==> config.mk <==
export PLATFORM = sky130hd
export DESIGN_NAME = spike_rate_decoder
export DESIGN_NICKNAME = d
export VERILOG_FILES = /design/src/rtl/spike_rate_decoder.sv
export SDC_FILE = /design/constraint.sdc
export NUM_CORES = 1
export LEC_CHECK = 0
export BUFFER_PORTS_ARGS = -buffer_cell sky130_fd_sc_hd__buf_2
export CAP_MARGIN = 20
export CORE_MARGIN = 5
export CORE_UTILIZATION = 45
export DETAILED_ROUTE_END_ITERATION = 12
export GPL_TIMING_DRIVEN = 0
export PLACE_DENSITY_LB_ADDON = 0.08
export SYNTH_ARGS = -nofsm -noshare
export SYNTH_HDL_FRONTEND = slang
export SYNTH_SLANG_ARGS = --single-unit
==> constraint.sdc <==
create_clock -name clk -period 2.9 [get_ports clk]
set_clock_uncertainty 0.1 [all_clocks]
set_input_delay 0.58 -clock clk [delete_from_list [all_inputs] [get_ports clk]]
set_output_delay 0.58 -clock clk [all_outputs]
set_load 0.02 [all_outputs]
==> src/rtl/spike_rate_decoder.sv <==
// Spike train decoder: windowed onset rate and, when SPIKE_RATE_DECODER_ISI_EN is
// defined, the inter-spike interval between the last two onsets.
module spike_rate_decoder #(
    parameter int WINDOW_LOG2 = 8
) (
    input  logic       clk,
    input  logic       rst,
    input  logic       enable,
    input  logic [7:0] spike,
    output logic [7:0] rate,
    output logic       rate_valid,
    output logic       rate_sat,
    output logic [7:0] isi,
    output logic       isi_valid
);

    typedef enum logic [1:0] {
        IDLE       = 2'd0,
        WAIT_FIRST = 2'd1,
        RUN        = 2'd2
    } state_t;

    localparam logic [WINDOW_LOG2-1:0] WIN_ONE = WINDOW_LOG2'(1);

    state_t                 state, state_nxt;
    logic [WINDOW_LOG2-1:0] win_cnt;
    logic [8:0]             onset_cnt;
    logic                   spike_d;
    logic                   spiking;
    logic                   active;
    logic                   onset;
    logic                   win_last;
    logic [9:0]             win_total;

    function automatic logic [8:0] sat_inc9(input logic [8:0] c, input logic inc);
        return (inc && (c != 9'h1FF)) ? c + 9'd1 : c;
    endfunction

    function automatic logic [7:0] sat_rate(input logic [9:0] t);
        return (t >= 10'd255) ? 8'd255 : t[7:0];
    endfunction

    assign spiking   = |spike;
    // Work only counts when enable is still high; a falling enable discards the cycle.
    assign active    = (state != IDLE) && enable;
    assign onset     = active && spiking && !spike_d;
    assign win_last  = &win_cnt;
    assign win_total = {1'b0, onset_cnt} + {9'd0, onset};

    always_ff @(posedge clk) begin
        if (rst) state <= IDLE;
        else     state <= state_nxt;
    end

    always_comb begin
        state_nxt = state;
        case (state)
            IDLE: begin
                if (enable) begin
`ifdef SPIKE_RATE_DECODER_ISI_EN
                    state_nxt = WAIT_FIRST;
`else
                    state_nxt = RUN;
`endif
                end
            end
`ifdef SPIKE_RATE_DECODER_ISI_EN
            WAIT_FIRST: begin
                if (!enable)    state_nxt = IDLE;
                else if (onset) state_nxt = RUN;
            end
`endif
            RUN: begin
                if (!enable) state_nxt = IDLE;
            end
            default: state_nxt = IDLE;
        endcase
    end

    always_ff @(posedge clk) begin
        if (rst || !active) begin
            win_cnt   <= '0;
            onset_cnt <= '0;
            spike_d   <= 1'b0;
        end else begin
            win_cnt   <= win_cnt + WIN_ONE;
            spike_d   <= spiking;
            onset_cnt <= win_last ? 9'd0 : sat_inc9(onset_cnt, onset);
        end
    end

    always_ff @(posedge clk) begin
        if (rst) begin
            rate       <= '0;
            rate_sat   <= 1'b0;
            rate_valid <= 1'b0;
        end else begin
            rate_valid <= active && win_last;
            if (active && win_last) begin
                rate     <= sat_rate(win_total);
                rate_sat <= (win_total >= 10'd255);
            end
        end
    end

`ifdef SPIKE_RATE_DECODER_ISI_EN
    logic [7:0] isi_cnt;

    function automatic logic [7:0] sat_inc8(input logic [7:0] c);
        return (c != 8'hFF) ? c + 8'd1 : c;
    endfunction

    // isi_cnt holds the distance to the previous onset as seen in the current cycle.
    always_ff @(posedge clk) begin
        if (rst) begin
            isi       <= '0;
            isi_valid <= 1'b0;
            isi_cnt   <= '0;
        end else begin
            isi_valid <= onset && (state == RUN);
            if (!active) begin
                isi_cnt <= '0;
            end else if (onset) begin
                isi_cnt <= 8'd1;
                if (state == RUN) isi <= isi_cnt;
            end else if (state == RUN) begin
                isi_cnt <= sat_inc8(isi_cnt);
            end
        end
    end
`else
    assign isi       = 8'd0;
    assign isi_valid = 1'b0;
`endif

endmodule
# Word level (Yosys, flattened, before mapping)
# Cells that the tools add are included.
# classes
add_sub_neg	3
n_lt_le_gt_ge	1
n_eq_ne	4
muxes	4
reduce_logical	14
# op_table
cell	n
adder 9 x 1 -> 10 bit	1
greater-or-equal comparator 10 x 8 -> 1 bit (second input constant)	1
adder 9 x 1 -> 9 bit (second input constant)	1
!= test 9 bit (second input constant)	1
adder 8 x 1 -> 8 bit (second input constant)	1
two-way mux 8 bit	1
AND reduction 8 bit	1
OR reduction 8 bit	1
logical AND 1 bit	5
two-way mux 2 bit	2
!= test 2 bit (second input constant)	2
case mux 2 bit (2 select lines)	1
equality test 2 bit (second input constant)	1
zero test 1 bit	2
zero test 2 bit	1
AND reduction 2 bit	1
nonzero test 2 bit	1
OR reduction 2 bit	1
logical OR 1 bit	1
# word_totals
reg_bits	30
in_bits	11
output_inout_bits	19
wordCells	33

# Logic depth before layout (Yosys ltp)
# Gate-level depths: netlist (run 1).
# logic_depth
depth_word	7
ltp_mapped	9

# Worst setup path before layout (run 1)
# Ideal clock, no wire load.
# synth_timing
path_kind	in2reg
startpoint	in spike[1]
endpoint	reg rate[3]
arrival_time_ns	2.399
required_ns	2.672
path_slack_ns	0.273
cell_stages	9
path_buffers	0
cell_sequence	nor4_1 -> and2_1 -> nor2_1 -> ha_1 -> ha_1 -> and3_1 -> a21o_1 -> a2111oi_0 -> nor2_1
# synth_via
elab_chain_cells	6
# synth_lines
item	line	source
start: declaration	9	input logic [7:0] spike,
OR reduction 8 bit *	43	assign spiking = |spike;
logical AND 1 bit * (2 in series)	46	assign onset = active && spiking && !spike_d;
adder 9 x 1 -> 10 bit *	48	assign win_total = {1'b0, onset_cnt} + {9'd0, onset};
greater-or-equal comparator 10 x 8 -> 1 bit	40	return (t >= 10'd255) ? 8'd255 : t[7:0];
two-way mux 8 bit *	40	
end signal: assignment	100	rate <= sat_rate(win_total);
end: declaration	10	output logic [7:0] rate,
# Mark *: on every way between the ends. The rest lies on a longest branch, timed or not.
# A chain may end at the register's enable or synchronous reset.

# Worst setup path after layout (run 1)
# Same ends and word-level chain as after synthesis.

==> summary by stage, run 1 <==
Run status
The run finished with clean final reports.

CTS
CTS placed an instance of sky130_fd_sc_hd__clkbuf_4 at the clock tree root. The later pin in the worst-skew pair is clocked with a latency of 0.33 ns. The clock-pin slew of the registers on the worst-case setup and hold paths is 0.09 ns. TritonCTS built the clock tree. For this design, the CTS-stage hold fixing added 0 buffers. Counting the buffers created by CTS gives 5.

The number of sinks driven by the clock tree is 29. In this run, post-CTS repair resized a total of 0 instances. The clock passes through at most 2 buffers.

The number of setup buffers added after CTS is 0. The maximum level of the CTS H-tree is 2.

Critical path
The start-to-end type of the worst setup path is in -> reg. Walking the worst path, the cells encountered are buf_2 -> nor4_1 -> and2_1 -> nor2_1 -> ha_1 -> ha_1 -> and3_1 -> a21o_1 -> a2111oi_0 -> nor2_1. In this design, the largest share of critical-path delay is due to simple AND/OR/NAND/NOR gates.

Measured in cells, the most critical reg-to-reg path has a length of 9. For this design, the slowest cell found on the critical path is sky130_fd_sc_hd__nor4_1. The total buffers and inverters traversed by the critical path is 1. The worst setup path is launched from a primary input.

The number of cells on the critical path is 10. On the worst path, the slowest cell contributes a delay of 0.46 ns. Data arrives at the worst endpoint at 2.76 ns.

For the worst setup path, the data required time is 3.00 ns. The worst setup path is captured at a flip-flop. The maximum fanout encountered on the critical timing path is 4.

Power and ir drop
The peak supply drop is 0.241 mV. The internal power consumption is 590 µW. The clock network power share is 0.351. In this run the power density over the cells is 467 nW/µm². Summed over all cells, the static leakage comes to 0.000666 µW. The share of power burned in registers is 0.523. For this design the total switching power over the nets is 202 µW. Of the total power, combinational logic draws 0.126. Of the total power, the share spent switching nets is 0.255.

Synth
By count the netlist is led by sky130_fd_sc_hd__dfxtp_1 (29), sky130_fd_sc_hd__a21oi_1 (16), sky130_fd_sc_hd__nor2_1 (13), sky130_fd_sc_hd__nand2_1 (10), sky130_fd_sc_hd__o21ai_0 (10). The top cell type by total area after synthesis is sky130_fd_sc_hd__dfxtp_1. The mean post-synth cell area is 8.62 µm².

The number of distinct standard cells referenced by the synthesized netlist is 36. Among all flip-flop cells after synthesis, the most frequent one is sky130_fd_sc_hd__dfxtp_1. The mapped netlist covers 1440 µm². Of the synthesized area, sequential elements account for 0.403.

The fraction of synthesized cell area taken by the top area cell type is 0.403. The number of enable-type register cells in the synthesized netlist is 0. In the synthesized netlist the async set-or-reset flop fraction comes to 0. Counting flops and latches in the post-synthesis netlist gives 29. The number of warnings printed during yosys synthesis is 0. The number of instances in the synthesized netlist is 167. The most common cell in the synthesized netlist is sky130_fd_sc_hd__dfxtp_1. By area the synthesized netlist is led by sky130_fd_sc_hd__dfxtp_1 (40%), sky130_fd_sc_hd__a21oi_1 (5.6%), sky130_fd_sc_hd__ha_1 (5.2%), sky130_fd_sc_hd__buf_4 (4.7%), sky130_fd_sc_hd__xnor2_1 (4.3%).

STA
For the pin with the worst max-slew slack, the measured transition is 0.686 ns. In the finished design, the share of the clock period the worst path needs comes to 0.918. The routed design could run at a clock period as short as 2.66 ns. The total count of hold-check failures in the final report came to 0. The final number of setup-violating endpoints is 0.

Setup repair after global routing left no endpoint under its margin. The worst slew slack as a fraction of its limit is 0.542. Based on the critical path, the design can be clocked at up to 376 MHz. The count of pins over their slew limit was 0.

Final layout
The final design area excluding fillers is 1700 µm². Once layout is complete, the utilization of the core stands at 0.555. From synthesis to final layout, the design area changed by 17.7%.

The repair_antennas step left the layout with diodes totalling 0. The share of cells above drive strength 1 is 0.217. The final net count is 219.

The final instance count without filler cells is 247.

Flow run
The tool flagged a number of max-cap violations equal to 0.

Routing
The wire length on met2 is 1.26 mm. Routed signal wires occupy layers up through met4. In the routed layout, each cell is associated on average with a via count of 5.17. In the final routing, the length of wire on met1 measures 1.34 mm. The first-pass iteration count of the detailed router is 4. For this run, design rule violations remaining after detail routing come to 0.

In the detailed route, the total length drawn on met3 is 238 µm. The count of nets left with antenna violations once routing finished came out at 0. In the final routed layout, each cell accounts on average for 11.7 µm. The detailed-route via count is 1278. For this block, the routed nets add up to 2.89 mm of wire. For this block, the initial DRC count from the detailed router was 32.

Floorplan
The boundary pin count is 30. The initial core utilization is 0.472. The die width is 66.6 µm.

The core region is 3050 µm². The die area is 4430 µm². The floorplan has 20 rows. The die height is 66.6 µm.

GRT
The number of global-route vias before repair is 1213. The initial antenna violation count came to 0. The total congestion overflow is 0. The global routing usage summed across all routing layers is 0.153. The first-pass GRT wire length is 5.19 mm.

Entering global routing, the biggest net connects 11 pins.

Worst hold path
The worst hold path was traced through 2 stages. In this run the worst hold path is classified as in -> reg.

Placed design
The post-placement cell count is 239. The count of buffers inserted at the top-level ports is 20. After legalization and detailed placement, the total HPWL measured 2.26 mm.

The last weighted congestion value of the routability-driven placer is 0.758. The placement-stage cell area is 1630 µm².
-- worst paths after layout --
kind	startpoint	slack [ns]	to
worst min-delay path	rst	0.34	state[1]$_SDFFE_PP0P_
worst max register to register	state[1]$_SDFFE_PP0P_	0.48	rate[3]$_SDFFE_PP0P_
worst min register to register	win_cnt[0]$_SDFF_PP0_	0.36	win_cnt[0]$_SDFF_PP0_
worst max-delay path	spike[1]	0.24	rate[3]$_SDFFE_PP0P_
-- sequential cells by signal (all words and copies together), names as in the netlist --
signal	flops
win_cnt	8
state	1
rate	8
rate_valid	1
rate_sat	1
onset_cnt	9
spike_d	1
-- cell families after synthesis --
kind of cell    after synthesis  share of synthesized area
simple gates                 60                      0.225
compound gates               45                      0.189
flops                        29                      0.403
buf+inv                      16                     0.0678
xor+xnor                     10                     0.0608
fa+ha+maj                     6                     0.0521
other cells                   1                    0.00260
-- metrics by stage --
stage	hold slack, ns	worst slack [ns]	power (µW)	setup TNS [ns]
5_1_grt	0.324	0.00570	841	0
2_1_floorplan	0.318	0.273	501	0
4_1_cts	0.337	0.241	799	0
6_report	0.344	0.238	792	0
3_5_place_dp	0.351	-0.106	523	-0.135
3_3_place_gp	0.329	-0.0685	521	-0.0685
-- layer usage --
layer  track usage  vias to the layer above
met5             0                        -
met3        0.0590                        6
met4        0.0761                        0
li1              -                      662
met1         0.188                      570
met2         0.231                       40
-- layout by cell type (no fill, tap or decap), types with 3 or more instances in the layout --
master,n
sky130_fd_sc_hd__ha_1,6
sky130_fd_sc_hd__nand3_1,8
sky130_fd_sc_hd__or3_1,5
sky130_fd_sc_hd__xnor2_1,7
sky130_fd_sc_hd__buf_2,23
sky130_fd_sc_hd__nand4_1,3
sky130_fd_sc_hd__xor2_1,3
sky130_fd_sc_hd__nand2_1,10
sky130_fd_sc_hd__o21ai_0,10
sky130_fd_sc_hd__a31oi_1,4
sky130_fd_sc_hd__inv_1,3
sky130_fd_sc_hd__a211oi_1,4
sky130_fd_sc_hd__or4_1,3
sky130_fd_sc_hd__dfxtp_1,29
sky130_fd_sc_hd__a21oi_1,16
sky130_fd_sc_hd__buf_4,9
sky130_fd_sc_hd__nor3_1,6
sky130_fd_sc_hd__conb_1,9
sky130_fd_sc_hd__nor2_1,13
sky130_fd_sc_hd__o31ai_1,3
sky130_fd_sc_hd__clkbuf_4,5
-- power by group through the flow --
stage	registers [µW]	logic [µW]	clock network [µW]
floorplan	423	78.0	0
global placement	424	97.5	0
detailed placement	424	99.7	0
CTS	415	101	284
global route	416	114	311
finish	414	99.8	278
-- final cells by class --
type	instances	area, µm²
Buffer	13	86.3
Inverter	3	11.3
Clock inverter	1	5.00
Timing Repair Buffer	20	100
Tap cell	44	55.1
Multi-Input combinational cell	130	792
Fill cell	296	1360
Clock buffer	7	65.1
Sequential cell	29	581
Note: power is estimated with default switching activity, not from simulation.
==> inputs of run 2 (changes only) <==
Clock period 2.9 ns to 2.3 ns, I/O delays scaled along.
==> summary by stage, run 2 (synthesis gave the netlist of run 1 again) <==
Run status
The run finished with clean final reports.

Critical path
STA classifies the critical path startpoint as a primary input. The start-to-end type of the worst setup path is in -> reg. The worst register-to-register path has a setup slack of 0.12 ns. The total buffers and inverters traversed by the critical path is 1. The terminus of the critical flop-to-flop path is rate[3]$_SDFFE_PP0P_. The startpoint of the worst setup timing path is spike[6]. The critical path runs through a total of 10 cells. STA classifies the critical path endpoint as a flip-flop. The startpoint of the worst-slack reg-to-reg timing path is state[1]$_SDFFE_PP0P_. The data arrival time at the worst-slack endpoint is 2.34 ns. Traced cell by cell, the critical path runs through buf_2 -> nor4_4 -> and2_1 -> nor2_1 -> ha_2 -> ha_2 -> and3_4 -> a21o_4 -> a2111oi_4 -> nor2_1. The data required time of the critical path is 2.41 ns. The slowest stage of the critical path is the sky130_fd_sc_hd__a2111oi_4 cell. The largest single stage delay on the critical path is 0.35 ns.

The critical path endpoint is rate[3]$_SDFFE_PP0P_. Of all nets on the critical path, the largest fanout is 4. Among cell families on the critical path, the largest total delay comes from simple AND/OR/NAND/NOR gates.

The path depth of the worst reg2reg path is 9.

CTS
No sink is reached through more buffers than the 2 on the longest clock path. The clock latency at the later pin of the worst-skew pair is 0.32 ns. Counting every sink on the clock net gives 29.

Counting the buffers created by CTS gives 5. TritonCTS built the clock tree. The quantity of hold-fixing buffers added after cts is 0. The clock-pin slew of the registers on the worst-case setup and hold paths is 0.08 ns. The buffer type at the clock tree root is sky130_fd_sc_hd__clkbuf_4. The maximum level of the CTS H-tree is 2.

Floorplan
The die height is 66.6 µm. The die width is 66.6 µm. In this run the count of I/O pins placed on the die edge is 30. The die area is 4430 µm².

The floorplan has 20 rows. The area of the core is 3050 µm². The initial core utilization is 0.472.

Flow run
Max-cap violations in this run came to 0.

STA
The final critical delay including setup and external delays is 2.23 ns. After routing, the total negative slack on setup checks comes to 0 ns. The worst slew slack as a fraction of its limit is 0.508.

Setup violations remaining at the end of the flow were counted as 0. Setup repair after global routing could not meet its margin everywhere. The measured slew at the worst slew-check pin is 0.736 ns. The tightest hold path in the finished design has a slack of 0.245 ns.

The count of pins over their slew limit is 0. Derived from the worst setup path, the maximum achievable clock frequency is 449 MHz. Of the available clock period, the critical path in the final layout requires 0.969. The total count of hold-check failures in the final report is 0.

Final layout
The share of cells above drive strength 1 is 0.270. Leaving out filler cells and counting taps, the final layout contains 248. In the final layout, the registers with the most flip-flops are onset_cnt (9), rate (8), win_cnt (8). The final design area excluding fillers is 1790 µm². The flip-flop count of the largest register, all copies and words added is 9.

The area growth from synthesis to layout is 24.4%. Fill cells in the final layout number 279. Leaving out fill and tap cells, the most frequent cell in the layout is sky130_fd_sc_hd__dfxtp_1.

Once layout is complete, the utilization of the core stands at 0.587. The final net count is 220. The top cell types in the final layout, fill and taps aside, are sky130_fd_sc_hd__dfxtp_1 (28), sky130_fd_sc_hd__buf_2 (23), sky130_fd_sc_hd__a21oi_1 (16). The number of antenna diodes in the final layout is 0.

The register containing the most flip-flops in the final layout is onset_cnt.

Routing
Dividing the detail-routed via count by the number of cells gives 5.16. The first detailed-routing pass took 4 iterations. The routed wire length is 3.07 mm. After detailed routing, the number of remaining DRC violations is 0.

The count of routing violations after the opening detailed-route iteration is 34. The routed length per placed instance is 12.4 µm. The routed layout has 1280 vias. The number of antenna-violating nets in the routed design is 0.

Power and ir drop
IR analysis of the VDD net gives a maximum drop of 0.239 mV. For this design the static power due to leakage is 0.000652 µW. In this run the power density over the cells is 537 nW/µm². The part of the total power dissipated in combinational logic is 0.155. The internal power consumption is 703 µW.

The clock network power share is 0.299. The share of power burned in registers is 0.547. The switching power is 260 µW. The share of total power consumed by net switching is 0.270.

Placed design
The final HPWL from detailed placement is 2.30 mm. After detailed placement, the design holds a cell count of 239. The placement-stage cell area is 1670 µm². During placement, the flow inserted port buffers numbering 20. The last weighted congestion value of the routability-driven placer is 0.770.

Worst hold path
The class of the most critical hold timing path is in -> reg.

GRT
After global routing the overflow that remains totals 0. The pin count of the biggest net entering global routing is 11. For this run, the total global-route usage over all layers was measured as 0.155. The first-pass GRT wire length is 5.27 mm. The initial antenna violation count is 0. The number of global-route vias before repair is 1209.
## run 2: cell types whose count changed in the layout (fill, tap and decap cells not counted), moves of 2 or more
cell and delta:
sky130_fd_sc_hd__a211oi_1 -2, sky130_fd_sc_hd__clkbuf_8 -2, sky130_fd_sc_hd__ha_2 +2, sky130_fd_sc_hd__a211oi_2 +2, sky130_fd_sc_hd__nor4_4 +2, sky130_fd_sc_hd__clkbuf_1 +3
sky130_fd_sc_hd__ha_1 -3, sky130_fd_sc_hd__nor4_1 -2
## run 2: worst min path at each step
| stage | start | endpoint | slack, ns | depth (start not counted) |
|---|---|---|---|---|
| after detailed placement | win_cnt[0]$_SDFF_PP0_ | win_cnt[0]$_SDFF_PP0_ | 0.34 | 1 |
| after global routing | rst | rate[5]$_SDFFE_PP0P_ | 0.23 | 2 |
| after CTS | rst | state[1]$_SDFFE_PP0P_ | 0.24 | 2 |
| after global placement | win_cnt[0]$_SDFF_PP0_ | win_cnt[0]$_SDFF_PP0_ | 0.33 | 1 |
| after floorplan | win_cnt[0]$_SDFF_PP0_ | win_cnt[0]$_SDFF_PP0_ | 0.32 | 1 |
| final | rst | rate[5]$_SDFFE_PP0P_ | 0.24 | 2 |
## run 2: final cells by class
cell class                 count  area (µm²)  share of cell area
inverter                       3        11.3             0.00628
sequential                    29         582               0.325
buffer                        13        86.3              0.0482
timing repair buffer          21         108              0.0601
tap                           44        55.1              0.0307
clock buffer                   8        48.8              0.0272
multi-input combinational    130         901               0.503
## run 2: worst reg2reg max path, delay by kind of cell, from the launching register on
family / cells / cell delay [ns]
fa+ha+maj: 3 / 0.60
compound gates: 2 / 0.50
simple gates: 4 / 0.49
flops: 1 / 0.39
## run 2: routing by layer
| metal | routed length, µm | track usage | share of wire |
|---|---|---|---|
| met1 | 1440 | 0.185 | 0.47 |
| met2 | 1330 | 0.243 | 0.43 |
| met3 | 239 | 0.0675 | 0.078 |
| met4 | 53 | 0.0635 | 0.017 |
| met5 | 0 | 0 | 0 |
## run 2: through the flow
| stage | total power [µW] | setup WS, ns |
|---|---|---|
| after detailed placement | 674 | -0.271 |
| after global routing | 1020 | -0.0124 |
| after global placement | 671 | -0.227 |
| after CTS | 959 | 0.0181 |
| after floorplan | 640 | 0.0307 |
| final | 963 | 0.0714 |
## run 2: power by group through the flow
stage	clock, µW	combinational [µW]	sequential (µW)
3_5_place_dp	0	139	535
3_3_place_gp	0	137	534
2_1_floorplan	0	107	533
5_1_grt	324	168	528
6_report	287	149	526
4_1_cts	293	142	524
## run 2: what timing repair did
action | in CTS | in global routing
pin swaps | 0 | 3
endpoints found under the setup margin | 3 | 9
gates resized for setup | 2 | 9
buffers inserted | 0 | 1
==> inputs of run 3 (changes only) <==
Settings changed: CORE_UTILIZATION 45 to 44.
==> summary by stage, run 3 (synthesis gave the netlist of run 1 again) <==
GRT
After global routing the overflow that remains totals 0. The number of global-route vias before repair is 1189. The initial antenna violation count was 0. The pin count of the biggest net entering global routing is 11. The global routing usage summed across all routing layers is 0.156. The first-pass GRT wire length is 5.25 mm.

Power and ir drop
The share of power burned in registers is 0.539. Of the total power, combinational logic draws 0.159. The share of total power dissipated in the clock network is 0.302. The share of total power consumed by net switching is 0.284.

The switching power is 278 µW. The internal power of the cells totals 699 µW. The worst-case IR drop observed on VDD is 0.242 mV.

The total power density per cell area is 537 nW/µm². The overall power is 977 µW. The static leakage is 0.000675 µW.

Final layout
The area overhead of the layout relative to synthesis is 26.2%. The register containing the most flip-flops in the final layout is onset_cnt. The count of antenna diodes in the layout is 0. The flip-flop count of the largest register, all copies and words added is 9. The final net count is 223. The share of cells above drive strength 1 is 0.290.

In the layout the commonest cells are sky130_fd_sc_hd__dfxtp_1 (29), sky130_fd_sc_hd__buf_2 (23), sky130_fd_sc_hd__a21oi_1 (16). The final instance count without filler cells is 251. The library cell used most frequently in the layout, excluding fill and tap cells, is sky130_fd_sc_hd__dfxtp_1. The largest registers in the layout are onset_cnt (9), rate (8), win_cnt (8). At the end of the flow the core is filled with cells to 0.586. The finished cells cover 1820 µm².

Routing
The detailed-route DRC error count is 0. The via density per instance is 5.16. The first-pass iteration count of the detailed router is 4.

The detailed router finished its first iteration with 43 violations. The number of antenna-violating nets in the routed design is 0. The routed wire length is 3.15 mm. Dividing the detail-routed wire length by the instance count gives 12.6 µm. The final route contains 1295 vias.

STA
The worst slew slack as a fraction of its limit is 0.527. The final critical-path share of the clock period is 0.959. The total count of hold-check failures in the final report was 0.

Setup repair after global routing could not meet its margin everywhere. The final number of setup-violating endpoints is 0. The measured slew at the worst slew-check pin is 0.709 ns.

The count of pins over their slew limit is 0. The worst path needs 2.20 ns of the cycle, external delays included. For this run, the top clock speed supported by timing is 454 MHz.

The final worst hold slack is 0.213 ns.

Floorplan
After floorplanning, the core was sized to cover 3100 µm². The die area is 4520 µm². The initial core utilization is 0.464. In this run the count of I/O pins placed on the die edge is 30. Measured along the x axis, the die boundary spans 67.2 µm. The floorplan has 20 rows. In this run the vertical extent of the chip is 67.2 µm.

CTS
The maximum level of the CTS H-tree is 2. The maximum buffer depth of the clock tree is 2. Clock-pin slew was measured on the worst setup and hold paths at 0.10 ns. The later pin in the worst-skew pair is clocked with a latency of 0.34 ns. TritonCTS built the clock tree. The buffer type at the clock tree root is sky130_fd_sc_hd__clkbuf_4. Buffers inserted to repair hold after CTS numbered 0. The number of sinks driven by the clock tree is 29. The number of buffers created by CTS is 5.

Critical path
The signal on the critical path passes through buf_2 -> nor4_4 -> and2_4 -> nor2_1 -> ha_2 -> ha_2 -> and3_4 -> a21o_4 -> a2111oi_4 -> nor2_1. The path depth of the worst reg2reg path is 9. The most critical setup path has its startpoint at spike[2]. The number of cells on the critical path is 10. The total buffers and inverters traversed by the critical path is 1. The kind of cell adding the most delay to the critical path is simple AND/OR/NAND/NOR gates. The worst register-to-register path begins at state[1]$_SDFFE_PP0P_.

The worst setup path is launched from a primary input. For the worst setup path, the data required time is 2.43 ns. The largest stage delay on the critical path is 0.35 ns. On the critical path, the stage with the largest delay is an instance of sky130_fd_sc_hd__a2111oi_4. In this run the register-to-register setup slack is 0.13 ns. The data arrival time at the worst-slack endpoint is 2.34 ns. STA classifies the critical path endpoint as a flip-flop. In this run the worst path has a maximum fanout of 4. In this run the critical register-to-register path is captured at rate[5]$_SDFFE_PP0P_. By startpoint and endpoint, the worst setup path is classified as in -> reg.

Flow run
The count of max-cap constraint violations is 0.

Run status
The run finished with clean final reports.

Worst hold path
The number of stages on the worst hold path is 2. The path with the worst hold slack has its endpoint at rate[5]$_SDFFE_PP0P_. The class of the most critical hold timing path is in -> reg. The origin of the worst min-delay path is rst.

Placed design
Routability-driven placement finished with a final weighted congestion of 0.819. Once detailed placement completed, the half-perimeter wirelength came to 2.40 mm. The count of buffers inserted at the top-level ports is 20. The post-placement cell count is 239. After detailed placement, the total cell area comes to 1670 µm².
-- run 3: worst register-to-register path, stage by stage, from the launching register on --
cell and delay, ns:
sky130_fd_sc_hd__dfxtp_1 0.40, sky130_fd_sc_hd__ha_4 0.19, sky130_fd_sc_hd__nand2b_2 0.08, sky130_fd_sc_hd__nor2_1 0.10, sky130_fd_sc_hd__ha_2 0.20, sky130_fd_sc_hd__ha_2 0.20, sky130_fd_sc_hd__and3_4 0.22, sky130_fd_sc_hd__o2111ai_4 0.16
sky130_fd_sc_hd__a211oi_2 0.29, sky130_fd_sc_hd__a211oi_1 0.10
-- run 3: layout make-up --
type	instances	area [µm²]
Clock buffer	6	41.3
Sequential cell	29	581
Tap cell	44	55.1
Clock inverter	2	10.0
Fill cell	306	1280
Inverter	3	11.3
Buffer	13	86.3
Multi-Input combinational cell	130	903
Timing Repair Buffer	24	130
-- run 3: stage by stage --
| step | setup WS, ns | setup TNS [ns] |
|---|---|---|
| 3_5_place_dp | -0.314 | -2.18 |
| 4_1_cts | 0.0219 | 0 |
| 3_3_place_gp | -0.263 | -1.63 |
| 5_1_grt | -0.0102 | -0.0166 |
| 6_report | 0.0950 | 0 |
| 2_1_floorplan | 0.0307 | 0 |
-- run 3: power groups by stage --
| stage | Sequential (µW) | Combinational, µW | Clock [µW] |
|---|---|---|---|
| 3_3_place_gp | 534 | 138 | 0 |
| 4_1_cts | 523 | 146 | 307 |
| 3_5_place_dp | 535 | 142 | 0 |
| 5_1_grt | 529 | 176 | 327 |
| 6_report | 527 | 156 | 295 |
| 2_1_floorplan | 533 | 107 | 0 |
-- run 3: how the worst max path moves through the flow --
| stage | slack (ns) | end |
|---|---|---|
| after floorplan | 0.03 | rate[3]$_SDFFE_PP0P_ |
| after global placement | -0.26 | rate[5]$_SDFFE_PP0P_ |
| after detailed placement | -0.31 | rate[5]$_SDFFE_PP0P_ |
| after CTS | 0.02 | rate[3]$_SDFFE_PP0P_ |
| after global routing | -0.01 | rate[3]$_SDFFE_PP0P_ |
| final | 0.1 | rate[3]$_SDFFE_PP0P_ |
-- run 3: layer usage --
metal / wire (µm) / track usage / part of all wire / vias to the layer above
met2: 1420 / 0.255 / 0.45 / 34
met5: 0 / 0 / 0 / -
met3: 174 / 0.0433 / 0.055 / 9
met4: 90 / 0.101 / 0.029 / 0
met1: 1470 / 0.178 / 0.46 / 580
li1: - / - / - / 672
-- run 3: what timing repair did --
action                                  4_1_cts  5_1_grt
buffers inserted                              0        4
endpoints found under the hold margin         0        0
pin swaps                                     0        4
gates resized for setup                       3        9
endpoints found under the setup margin        2        7
cloned                                        0        0
